==> config.mk <==
export PLATFORM = sky130hd
export DESIGN_NAME = fetch_decode_pipe
export DESIGN_NICKNAME = d
export VERILOG_FILES = /design/src/rtl/riscv_pkg.sv /design/src/rtl/fetch_queue.sv /design/src/rtl/fetch_decode_pipe.sv
export SDC_FILE = /design/constraint.sdc
export NUM_CORES = 1
export LEC_CHECK = 0
export CORE_MARGIN = 4
export CORE_UTILIZATION = 45
export DETAILED_ROUTE_END_ITERATION = 6
export GPL_TIMING_DRIVEN = 0
export PLACE_DENSITY = 0.78
export SETUP_SLACK_MARGIN = 0.4
export SYNTH_ARGS = -nofsm -noshare
export SYNTH_HDL_FRONTEND = slang
export SYNTH_HIERARCHICAL = 1
export SYNTH_SLANG_ARGS = --single-unit
==> constraint.sdc <==
create_clock -name clk -period 15 [get_ports clk]
set_input_delay 3 -clock clk [delete_from_list [all_inputs] [get_ports clk]]
set_output_delay 3 -clock clk [all_outputs]
set_load 0.005 [all_outputs]
==> src/rtl/riscv_pkg.sv <==
// Shared RV32 front-end types: word width, the canonical NOP and the
// {instr, pc} record carried from fetch into decode.
package riscv_pkg;
  localparam int XLEN = 32;
  localparam logic [XLEN-1:0] NOP_INSTR = 32'h0000_0013;

  typedef struct packed {
    logic [XLEN-1:0] instr;
    logic [XLEN-1:0] pc;
  } fetch_entry_t;
endpackage

==> src/rtl/fetch_queue.sv <==
// Small synchronous FIFO of fetched {instr, pc} entries; flush wins over push/pop.
module fetch_queue
  import riscv_pkg::*;
#(
  parameter int DEPTH = 2,
  localparam int AW = $clog2(DEPTH),
  localparam int CW = AW + 1
) (
  input  logic         clk,
  input  logic         rstn,
  input  logic         push,
  input  logic         pop,
  input  logic         flush,
  input  fetch_entry_t din,
  output fetch_entry_t head,
  output logic [CW-1:0] count,
  output logic         full,
  output logic         empty
);
  fetch_entry_t mem [DEPTH];
  logic [AW-1:0] rd_ptr, wr_ptr;

  assign head  = mem[rd_ptr];
  assign full  = (count == CW'(DEPTH));
  assign empty = (count == '0);

  // Storage needs no reset: nothing reads it while the queue is empty.
  always_ff @(posedge clk) begin
    if (push && !flush) mem[wr_ptr] <= din;
  end

  always_ff @(posedge clk or negedge rstn) begin
    if (!rstn) begin
      rd_ptr <= '0;
      wr_ptr <= '0;
      count  <= '0;
    end else if (flush) begin
      rd_ptr <= '0;
      wr_ptr <= '0;
      count  <= '0;
    end else begin
      if (push) wr_ptr <= wr_ptr + 1'b1;
      if (pop)  rd_ptr <= rd_ptr + 1'b1;
      count <= count + CW'(push) - CW'(pop);
    end
  end

  always_ff @(posedge clk) begin
    if (rstn && !flush) assert (!(pop && empty)) else $error("fetch_queue: pop while empty");
  end
endmodule

==> src/rtl/fetch_decode_pipe.sv <==
// IF/ID stage: owns the fetch PC, issues one-cycle-latency imem reads and
// buffers returned words so decode stalls never lose an in-flight fetch.
module fetch_decode_pipe
  import riscv_pkg::*;
#(
  parameter logic [31:0] RESET_PC = 32'h0000_0000,
  parameter int          DEPTH    = 2
) (
  input  logic        clk,
  input  logic        rstn,
  input  logic        stall,
  input  logic        redirect,
  input  logic [31:0] redirect_pc,
  output logic        imem_req,
  output logic [31:0] imem_addr,
  input  logic [31:0] imem_rdata,
  output logic [31:0] instruction_out,
  output logic [31:0] PC_out,
  output logic        valid_out
);
  localparam int CW = $clog2(DEPTH) + 1;

  logic [XLEN-1:0] pc_f, inflight_pc;
  logic            inflight_v, inflight_epoch, epoch;
  logic            deq, push, pop;
  logic [CW:0]     occ;
  fetch_entry_t    head, din;
  logic [CW-1:0]   count;
  logic            q_full, q_empty;

  assign valid_out = ~q_empty;
  assign deq       = valid_out & ~stall;

  // Space check counts the outstanding response so a stall can never overflow.
  assign occ      = {1'b0, count} + (CW+1)'(inflight_v) - (CW+1)'(deq);
  assign imem_req = rstn & ~redirect & (occ < (CW+1)'(DEPTH));
  assign imem_addr = pc_f;

  assign push = inflight_v & (inflight_epoch == epoch) & ~redirect;
  assign pop  = deq & ~redirect;
  assign din  = '{instr: imem_rdata, pc: inflight_pc};

  assign instruction_out = valid_out ? head.instr : NOP_INSTR;
  assign PC_out          = valid_out ? head.pc    : '0;

  fetch_queue #(.DEPTH(DEPTH)) u_q (
    .clk   (clk),
    .rstn  (rstn),
    .push  (push),
    .pop   (pop),
    .flush (redirect),
    .din   (din),
    .head  (head),
    .count (count),
    .full  (q_full),
    .empty (q_empty)
  );

  always_ff @(posedge clk or negedge rstn) begin
    if (!rstn) begin
      pc_f           <= {RESET_PC[31:2], 2'b00};
      inflight_v     <= 1'b0;
      inflight_pc    <= '0;
      inflight_epoch <= 1'b0;
      epoch          <= 1'b0;
    end else if (redirect) begin
      pc_f       <= {redirect_pc[31:2], 2'b00};
      inflight_v <= 1'b0;
      epoch      <= ~epoch;
    end else begin
      inflight_v <= imem_req;
      if (imem_req) begin
        inflight_pc    <= pc_f;
        inflight_epoch <= epoch;
        pc_f           <= pc_f + 32'd4;
      end
    end
  end

  always_ff @(posedge clk) begin
    if (rstn) assert (!(push && q_full && !pop)) else $error("fetch_decode_pipe: enqueue into full queue");
  end
endmodule

==> metrics, run 1 <==
worst skew pair latency 430 ps; Overall Power 1550 uW; nets 914; CTS tree yes; drt initial violations 442; routed via count 5856; Avg WL per Cell 18.3 microns; post-route clock period utilization 66.0%; status completed; endpoints failing setup 0; post-CTS setup buffer count 0; Residual DRC 0; core area 18800 sq um; Worst Path Required 12000 ps; Clock H-tree levels 4; critical path arrival 6900 ps; Pleak 0.00419 uW; Crit. End Element output port; row count 50; first-pass GRT wire length 31600 microns; routability cong. 0.867; Final Max Tran Viols 0; Hold WS 475 ps; final hold vios 0; CP Max Fanout 10; Die Wd 146 microns; largest net degree at the start of global routing 69; clk slew on worst S/H paths 70 ps; I/O pins 166; initial core utilization 45.9%; startpoint types primary input; IO Port Bufs 161; clk root buf clkbuf_16; Num Clock Sinks 195; max cap viols 0; Die H 146 microns; clk buf depth 2; vias in the first global route 5771; All-Layer GR Usage 18.7%; Tmin final 9900 ps; post-detailed-route count of antenna-violating nets 0; final WL 19900 microns; Fin Setup TNS 0 ps; worst setup path class primary input to output port; mean area per synthesized cell 13.3 sq um; first drt pass iteration count 6; share of layout cells above drive strength 1 14.5%; worst hold-check path type flip-flop to flip-flop; setup slack at placement 5140 ps; Worst Clk Skew 15.2 ps; grt total ovfl 0; P&R area growth vs syn 30.0%; Vias/cell 5.38; yosys warns 6; CTS resizes 0; initial antenna violation count 0; Power per Cell Area 139 nW/um^2; HPWL after detailed placement 14200 microns; CTS Hold Bufs 0; Antenna Cells 0; Slew HR 28.9%; Setup WS post-layout 5100 ps; Inserted Clock Buffers 17; RSZ-0062 raised after global routing false; synthesized cell area 8610 sq um; Mapped Cells 649; fmax 101 MHz; die area 21400 sq um; VDD IR max 0.0899 mV; Slew @ Worst Pin 1060 ps
critical path, cell delays in order:
cell and delay (ps):
clkdlybuf4s50_1 500, nor2_1 60, ha_1 280, nand2b_1 150, fa_1 500, nand2_1 130, or3_1 370, clkbuf_1 140
inv_1 140, buf_2 240, buf_2 280, buf_1 490, clkdlybuf4s50_1 640
final timing paths:
kind                                      start         endpoint  cells past startpoint  slack [ps]
worst max-delay path                      stall         imem_req                     13        5100
worst min-delay path            inflight_pc[21]   u_q/mem[0][21]                      0         480
worst max register to register     u_q/count[1]  inflight_pc[20]                     15       10660
worst min register to register  inflight_pc[21]   u_q/mem[0][21]                      0         480
max in group asynchronous                  rstn  inflight_pc[14]                      1       11730
min in group asynchronous                  rstn  inflight_pc[26]                      1        2690
power by group:
group / internal [uW] / leakage [uW] / switching [uW]
clock network: 222 / 0.000267 / 202
logic: 207 / 0.00193 / 184
registers: 668 / 0.00199 / 68.7
total: 1100 / 0.00419 / 455
state kept, by name, summed over array words and instances, names as in the netlist:
register,count
u_q/mem,128
imem_addr,30
inflight_pc,30
u_q/count,2
epoch,1
inflight_epoch,1
inflight_v,1
u_q/rd_ptr,1
u_q/wr_ptr,1
routing by layer:
layer	share of wire [%]	GRT usage, %
met3	7.2	4.13
met4	2.1	6.73
met5	0	0
met2	48	30.1
met1	43	25.3
cell type report:
| class | count | area, sq um |
|---|---|---|
| Tap cell | 234 | 293 |
| Sequential cell | 195 | 5520 |
| Clock inverter | 11 | 92.6 |
| Buffer | 38 | 203 |
| Multi-Input combinational cell | 409 | 2870 |
| Clock buffer | 21 | 450 |
| Inverter | 12 | 45.0 |
| Fill cell | 1503 | 7580 |
| Timing Repair Buffer | 168 | 1720 |
layout by cell type (no fill, tap or decap), types with 4 or more instances in the layout:
cell type	n
inv_1	12
o311ai_0	10
a21oi_1	6
mux2_4	50
o21ai_0	15
edfxtp_1	128
nor3_1	8
buf_1	4
a221o_1	8
or2_2	4
clkdlybuf4s50_1	160
buf_6	9
and4_1	5
clkbuf_1	23
o211ai_1	7
clkbuf_16	17
nand3_1	14
nand2_1	121
mux2i_1	4
ha_1	4
nor4_1	7
nor2b_1	63
buf_2	6
nand4_1	9
nor2_1	15
dfrtp_1	67
xnor2_1	4
conb_1	6
inv_6	6
nand2b_1	4
mux2_2	14
through the flow:
step,utilization [%],area (sq um),std cells
5_1_grt,59.6,11200,1088
3_3_place_gp,56.1,10500,1049
3_5_place_dp,56.7,10600,1056
2_1_floorplan,-,8630,654
6_report,59.6,11200,1088
4_1_cts,59.6,11200,1088
Power figures use the tool's default switching activity.
==> inputs of run 2 (changes only) <==
==> constraint.sdc (replaced) <==
create_clock -name clk -period 9.4 [get_ports clk]
set_input_delay 1.88 -clock clk [delete_from_list [all_inputs] [get_ports clk]]
set_output_delay 1.88 -clock clk [all_outputs]
set_load 0.005 [all_outputs]
==> results of run 2 <==
Same layout as run 1 (identical final DEF). Status: completed.
Main changes from that run: setup slack after placement 5140 ps -> 1780 ps; setup slack after layout 5100 ps -> 1740 ps; register-to-register setup slack 10660 ps -> 5060 ps; total power 1550 uW -> 2480 uW; worst IR drop on VDD 0.0899 mV -> 0.143 mV
==> inputs of run 3 (changes only) <==
--- a/config.mk
+++ b/config.mk
@@ -9,7 +9,7 @@
 export CORE_UTILIZATION = 45
 export DETAILED_ROUTE_END_ITERATION = 6
 export GPL_TIMING_DRIVEN = 0
-export PLACE_DENSITY = 0.78
+export PLACE_DENSITY = 0.81
 export SETUP_SLACK_MARGIN = 0.4
 export SYNTH_ARGS = -nofsm -noshare
 export SYNTH_HDL_FRONTEND = slang
==> constraint.sdc (replaced) <==
create_clock -name clk -period 6.35 [get_ports clk]
set_input_delay 1.27 -clock clk [delete_from_list [all_inputs] [get_ports clk]]
set_output_delay 1.27 -clock clk [all_outputs]
set_load 0.005 [all_outputs]
==> run 3 against run 2 <==
Count of clock-buffer cells in the layout fell by 1. Combinational power rose by 49%. Largest cell class unchanged. Critical endpoint unchanged. Global-route usage rose by 0.11 points. Largest power group unchanged.
==> metrics, run 3 (synthesized netlist as in run 1, its figures left out) <==
most frequent cells in the layout clkdlybuf4s50_1, edfxtp_1, nand2_1, dfrtp_1, nor2b_1; grt total ovfl 0; CP Max Fanout 10; setup slack at placement -110 ps; status completed; clk slew on worst S/H paths 70 ps; post-route clock period utilization 86.3%; clk buf depth 2; GR Util met3 4.56%; GRT met1 Usage 25.1%; startpoint types primary input; VDD IR max 0.180 mV; Seq pwr share 46.9%; Clock power frac 27.9%; Pleak 0.00422 uW; worst setup path class primary input to output port; Fin Setup TNS 0 ps; final WL 19900 microns; first-pass GRT wire length 31500 microns; initial core utilization 45.9%; Inserted Clock Buffers 17; internal power 2630 uW; IO Port Bufs 161; final instance area 11200 sq um; core area 18800 sq um; share of layout cells above drive strength 1 14.8%; post-CTS setup buffer count 0; RSZ-0062 raised after global routing false; area of the multi-input gates 2870 sq um; max reg flops 128; grt peak-use layer met2; sw frac 29.2%; Worst Clk Skew 15.8 ps; largest net degree at the start of global routing 69; routability cong. 0.879; HPWL after detailed placement 14200 microns; fmax 183 MHz; Final Max Tran Viols 0; max cap viols 0; Residual DRC 0; Overall Power 3710 uW; HP Start inflight_pc[17]; worst hold-check path type flip-flop to flip-flop; I/O pins 166; Slew HR 42.6%; Avg WL per Cell 18.4 microns; Crit. End Element output port; Die Wd 146 microns; Setup crit start stall; clk root buf clkbuf_16; Hold WS 473 ps; nets 911; Setup WS post-layout 873 ps; endpoints failing setup 0; Num Clock Sinks 195; Tmin final 5480 ps; post-detailed-route count of antenna-violating nets 0; die area 21400 sq um; worst skew pair latency 430 ps; row count 50; commonest non-fill, non-tap cell in the layout clkdlybuf4s50_1; Worst Path Required 5080 ps; Slew @ Worst Pin 860 ps; placed inst area 10600 sq um; Largest Register u_q/mem; Die H 146 microns; All-Layer GR Usage 18.8%; routed via count 5827; final hold vios 0; combinational share of power 25.2%; vias in the first global route 5791; fill count 1489; critical path arrival 4210 ps; Antenna Cells 0; initial antenna violation count 0; CTS tree yes; reg-to-reg startpoint u_q/count[1]; Power per Cell Area 330 nW/um^2; Reg area 5520 sq um; Clock H-tree levels 4; drt initial violations 427; first drt pass iteration count 5; P_sw 1080 uW; grt met2 use 30.4%; P&R area growth vs syn 30.5%; Vias/cell 5.37
run 3: changes by cell type in the layout (fill, tap and decap cells not counted), moves of 2 or more:
cell      previous run  this run
buf_2                6         4
clkbuf_1            23        20
clkinv_4             1         3
inv_4                2         0
inv_8                1         3
run 3: layer usage:
layer  part of all wire, %  up-vias
met5                     0        -
met4                   1.8        0
met3                   7.5       33
met2                    48      301
met1                    42     2787
li1                      -     2706
run 3: power groups by stage:
stage | sequential, uW | combinational [uW] | clock, uW
6_report | 1740 | 933 | 1040
5_1_grt | 1770 | 1020 | 1120
4_1_cts | 1740 | 944 | 1060
3_5_place_dp | 1760 | 933 | 0
3_3_place_gp | 1750 | 902 | 0
2_1_floorplan | 1720 | 469 | 0
run 3: path summary, 6_finish.rpt:
| kind | slack [ps] | to | depth (start not counted) |
|---|---|---|---|
| worst min register to register | 470 | u_q/mem[1][17] | 0 |
| max in group asynchronous | 4830 | u_q/rd_ptr | 1 |
| min in group asynchronous | 960 | imem_addr[29] | 1 |
| worst max-delay path | 870 | imem_req | 13 |
| worst max register to register | 2130 | imem_addr[21] | 14 |
| worst min-delay path | 470 | u_q/mem[1][17] | 0 |
run 3: worst max-delay path, stage by stage:
cell,delay [ps]
clkdlybuf4s50_1,520
nor2_1,60
ha_1,270
nand2b_1,150
fa_1,490
nand2_1,120
or3_1,420
clkbuf_1,160
inv_2,120
buf_6,150
buf_6,160
buf_6,160
dlymetal6s2s_1,160
run 3: layout make-up:
type	instances	area share, %
clock inverter	12	0.969
multi-input combinational	409	25.6
timing repair buffer	165	15.1
buffer	38	1.99
inverter	12	0.401
clock buffer	20	4.17
tap	234	2.61
sequential	195	49.2
run 3: what timing repair did:
| action | in CTS | in global routing |
|---|---|---|
| endpoints found under the setup margin | 1 | 1 |
| resized for setup | 5 | 6 |
| hold buffers | 0 | 0 |
| gates cloned | 0 | 0 |
| pin swaps | 0 | 1 |
| hold endpoints to repair | 0 | 0 |
run 3: stage by stage:
stage	std cells	utilization, %
CTS	1085	59.8
finish	1085	59.8
floorplan	654	-
detailed placement	1053	56.6
global route	1085	59.8
global placement	1049	56.1
==> RTL edit 1: new RTL, config.mk and constraints of run 2 <==
`DEPTH` is set to 2 in 2 places; all go to 8.
--- a/src/rtl/fetch_queue.sv
+++ b/src/rtl/fetch_queue.sv
@@ -2,7 +2,7 @@
 module fetch_queue
   import riscv_pkg::*;
 #(
-  parameter int DEPTH = 2,
+  parameter int DEPTH = 8,
   localparam int AW = $clog2(DEPTH),
   localparam int CW = AW + 1
 ) (
--- a/src/rtl/fetch_decode_pipe.sv
+++ b/src/rtl/fetch_decode_pipe.sv
@@ -4,7 +4,7 @@
   import riscv_pkg::*;
 #(
   parameter logic [31:0] RESET_PC = 32'h0000_0000,
-  parameter int          DEPTH    = 2
+  parameter int          DEPTH    = 8
 ) (
   input  logic        clk,
   input  logic        rstn,
Check against the original RTL: not equivalent (a bounded check fails within 4 cycles, from zero or initial values and one cycle with rstn low).
==> RTL edit 1 against run 2 <==
- sequential cell count rose by 390
- area after synthesis rose to 2.7 times the old value
- maximum frequency rose by 16%
- worst setup slack improved by 1.0 ns
- global-route usage fell by 0.52 points
- clock skew barely moved
- wire length rose to 2.6 times the old value
- hold slack improved by 0.057 ns
- via count rose by 100%
- power rose to 2.7 times the old value
- design area rose to 2.5 times the old value
- count of clock-buffer cells in the layout rose by 46
- first-iteration DRC count rose by 82%
==> RTL edit 1: results (changes against run 2) <==
- Status: complete, no violations
- Reg2Reg Depth: 13 (-2)
- Final HPWL DP: 33.8 mm (+140%)
- Reg-to-Reg Start: u_q/count[2]$_DFF_PN0_
- Post-CTS setup buffer count: 0 (unchanged)
- Pin count of the biggest net entering global routing: 65 (-5.8%)
- Worst Setup Slack post-DPL: 2.74 ns (+0.961 ns)
- DR WL/cell: 23.6 um (+29%)
- H-tree levels: 2 (-2)
- Slew @ Worst Pin: 1.00 ns (-0.0590 ns)
- Pre-Repair DR Iteration Count: 7 (+1)
- Delay of the slowest cell on the worst path: 0.58 ns (-0.06 ns)
- Max clock buf depth: 3 (+1)
- Antenna-violating nets left: 0 (unchanged)
- Synth warn: 6 (unchanged)
- First-pass GRT wire length: 77.2 mm (+140%)
- Worst hold path type: register to register
- Vias: 11,800 (+100%)
- Number of DRC markers in iteration 0: 804 (+82%)
- Cts repair resizes: 0 (unchanged)
- Nets: 1,509 (+65%)
- Crit Path Max Fanout: 10 (unchanged)
- Clk Latency, worst-skew pair: 0.60 ns (+0.17 ns)
- Slew Viols, Final: 0 (unchanged)
- Initial antenna violation count: 2 (+2)
- Worst Hold End: epoch$_DFFE_PN0P_
- PortBufs: 161 (unchanged)
- Hold slack: 0.532 ns (+0.0569 ns)
- Largest register FFs: 512 (+300%)
- HP Start: epoch$_DFFE_PN0P_
- Reg with most FFs: u_q/mem
- CTS root buffer: clkbuf_16
- Peak supply drop: 0.000162 V (+13%)
- Fill cells: 3,808 (+150%)
- Worst R2R Setup Slack: 5.39 ns (+0.33 ns)
- CP max-delay cell: clkdlybuf4s50_1
- Layout Skew: 0.0150 ns (-0.000164 ns)
- Clock transition at the registers of the reported paths: about 0.06 ns
- Inserted Diodes: 0 (unchanged)
- Worst r2r dst: inflight_pc[29]$_DFFE_PN0P_
- CTS Buf Count: 55 (+38)
- Min-Delay Path Depth: 1 (+1)
- Vias in the first global route: 12,600 (+120%)
- Leak: 0.00930 uW (+120%)
- Layout cells sized above 1: 28.0% (+14 points)
- Placer congestion estimate: 0.782 (-9.9%)
- Worst EP arrival: 4.75 ns (-1.03 ns)
- Gr usage total: 18.2% (-0.52 points)
[RTL edit 1: how the worst max path moves through the flow]
stage,slack [ns],endpoint,startpoint
2_1_floorplan,1.23,u_q/mem[0][0]$_DFFE_PP_,redirect
3_3_place_gp,-4.08,u_q/mem[0][38]$_DFFE_PP_,redirect
3_5_place_dp,2.74,imem_req,stall
4_1_cts,2.73,imem_req,stall
5_1_grt,2.60,imem_req,stall
6_report,2.77,imem_req,stall
[RTL edit 1: layout make-up]
cell class | instances | area share, %
Buffer | 59 | 1.16
Clock buffer | 67 | 5.13
Tap cell | 680 | 2.99
Clock inverter | 35 | 1.60
Inverter | 13 | 0.171
Multi-Input combinational cell | 505 | 20.6
Timing Repair Buffer | 209 | 7.90
Sequential cell | 585 | 60.4
[RTL edit 1: where the power goes]
group,total [uW],internal [uW],switching (uW)
Clock,2340,1410,928
Sequential,3280,3080,201
Combinational,1110,588,519
[RTL edit 1: layer usage]
metal	vias to the layer above	routed length [um]	track usage (%)
li1	5143	-	-
met1	6168	21200	25.3
met2	421	25100	29.8
met3	78	3330	3.53
met4	2	1160	5.05
met5	-	16	0
[RTL edit 1: worst max-delay path, delay by kind of cell]
kind	cells	cell delay, ns
compound gates	1	0.55
fa+ha+maj	2	0.42
simple gates	3	0.41
buf+inv	4	1.49
[RTL edit 1: stage by stage]
step,area (um^2),cells,setup TNS (ns),total power (uW)
final,28500,2153,0,6730
after global routing,28500,2153,0,7000
after CTS,28500,2153,0,6800
after detailed placement,26600,2051,0,4460
after global placement,25900,2003,-1272.84,4410
after floorplan,23400,1162,0,3790
==> RTL edit 2: new RTL, config.mk and constraints of run 2 <==
Without the edit above. Make the reset (`rstn`) synchronous in 2 clocked blocks.
--- a/src/rtl/fetch_queue.sv
+++ b/src/rtl/fetch_queue.sv
@@ -29,7 +29,7 @@
     if (push && !flush) mem[wr_ptr] <= din;
   end
 
-  always_ff @(posedge clk or negedge rstn) begin
+  always_ff @(posedge clk) begin
     if (!rstn) begin
       rd_ptr <= '0;
       wr_ptr <= '0;
--- a/src/rtl/fetch_decode_pipe.sv
+++ b/src/rtl/fetch_decode_pipe.sv
@@ -56,7 +56,7 @@
     .empty (q_empty)
   );
 
-  always_ff @(posedge clk or negedge rstn) begin
+  always_ff @(posedge clk) begin
     if (!rstn) begin
       pc_f           <= {RESET_PC[31:2], 2'b00};
       inflight_v     <= 1'b0;
Function: differs if rstn is asserted again (counterexample within 4 cycles, from zero or initial values and one cycle with rstn low); with rstn held inactive, the same outputs for 4 cycles.
==> RTL edit 2 against run 2 <==
- critical path depth decreased by 2
- worst setup slack improved by 0.45 ns
- hold slack got worse by 0.016 ns
- wire length increased by 2.8%
- area after synthesis increased by 2.2%
- design area rose by 2.3%
- sequential cell count is 1 higher
- maximum frequency up 6.2%
- critical path type unchanged
- critical endpoint unchanged
- highest routed layer unchanged
Power is not compared: it rests on default switching activity, and its combinational part moved more than twofold at a synthesized area within 25%.
==> RTL edit 2: results (changes against run 2) <==
- First-pass GRT wire length: 32.4 mm (+2.6%)
- Synth Instances: 707 (+8.9%)
- Reg with most FFs: u_q/mem
- Final HPWL DP: 14.9 mm (+5.0%)
- Nets: 971 (+6.2%)
- Synth warn: 6 (unchanged)
- Worst R2R Setup Slack: 5.30 ns (+0.24 ns)
- Max Fclk: 139 MHz (+6.2%)
- Leak: about 0.0039 uW
- Worst hold path type: register to register
- Clock Power: around 730 uW
- PortBufs: 161 (unchanged)
- Fill cells: 1,506 (+0.20%)
- Pin count of the biggest net entering global routing: 52 (-25%)
- Area grow syn2layout: 30.1%
- Vias: 6,271 (+7.1%)
- Layout cells sized above 1: 14.1% (-0.47 points)
- Worst Hold End: u_q/mem[1][12]$_DFFE_PP_
- Delay of the slowest cell on the worst path: 0.59 ns (-0.05 ns)
- Vias in the first global route: 6,161 (+6.8%)
- Reg2Reg Depth: 12 (-3)
- Switching portion of total power: between 20% and 30%
- Layout Skew: 0.0146 ns (-0.000583 ns)
- Routed WL: 20.5 mm (+2.8%)
- Inserted Diodes: 0 (unchanged)
- Slew @ Worst Pin: 0.986 ns (-0.0760 ns)
- Gr usage total: 18.7% (-0.025 points)
- Clock transition at the registers of the reported paths: 0.07 ns (about the same)
- Placed Cells: 1,139 (+7.9%)
- Hold slack: 0.459 ns (-0.0162 ns)
- Min-Delay Path Depth: 0 (unchanged)
- Status: complete, no violations
- Vias per std cell: 5.36 (-0.50%)
- Worst r2r dst: imem_addr[24]$_SDFFE_PN0P_
- Initial antenna violation count: 0 (unchanged)
- PD cells: approximately 160 mW/mm^2
- Reg-to-Reg Start: u_q/count[1]$_SDFF_PP0_
- Max clock buf depth: 2 (unchanged)
- CP max-delay cell: clkdlybuf4s50_1
- Cts repair resizes: 0 (unchanged)
- Peak supply drop: around 0.00011 V
- Worst EP arrival: 5.34 ns (-0.44 ns)
- Largest register FFs: 128 (unchanged)
- HP Start: inflight_pc[12]$_SDFFE_PN0P_
- Clk Latency, worst-skew pair: 0.43 ns (about the same)
- Seq power: roughly 950 uW
- Placer congestion estimate: 0.886 (+2.2%)
- Number of DRC markers in iteration 0: 419 (-5.2%)
- Pre-Repair DR Iteration Count: 5 (-1)
-- RTL edit 2: layout make-up --
| class | instances | area [um^2] | area share, % |
|---|---|---|---|
| sequential | 196 | 5200 | 45.5 |
| multi-input combinational | 452 | 3240 | 28.3 |
| timing repair buffer | 167 | 1700 | 14.8 |
| clock buffer | 18 | 450 | 3.94 |
| buffer | 53 | 333 | 2.91 |
| tap | 260 | 325 | 2.84 |
| clock inverter | 14 | 151 | 1.32 |
| inverter | 11 | 41.3 | 0.361 |
-- RTL edit 2: worst max-delay path by stage --
stage / startpoint / endpoint / slack (ns) / depth (start not counted)
2_1_floorplan: redirect / u_q/mem[0][0]$_DFFE_PP_ / 1.19 / 6
3_3_place_gp: redirect / u_q/mem[0][46]$_DFFE_PP_ / -2.40 / 7
3_5_place_dp: stall / imem_req / 2.23 / 11
4_1_cts: stall / imem_req / 2.22 / 11
5_1_grt: stall / imem_req / 1.95 / 11
6_report: stall / imem_req / 2.18 / 11
-- RTL edit 2: layer usage --
metal  track usage, %  wire length [um]
met2             30.5              9730
met3             4.75              1630
met1             24.6              8770
met5                0                 0
met4             6.00               343
-- RTL edit 2: worst register-to-register path, delay by kind of cell (launching register included) --
family | cells | cell delay, ns
AO/OA/AOI/OAI | 1 | 0.31
adder cells (fa/ha/maj) | 2 | 0.83
buffers and inverters | 3 | 1.37
flip-flops | 1 | 0.39
AND/OR/NAND/NOR | 6 | 1.11
-- RTL edit 2: through the flow --
| step | worst slack (ns) | utilization (%) |
|---|---|---|
| after global placement | -2.40 | 56.7 |
| after global routing | 1.95 | 60.4 |
| after CTS | 2.22 | 60.4 |
| after floorplan | 1.19 | - |
| after detailed placement | 2.23 | 57.2 |
| final | 2.18 | 60.4 |
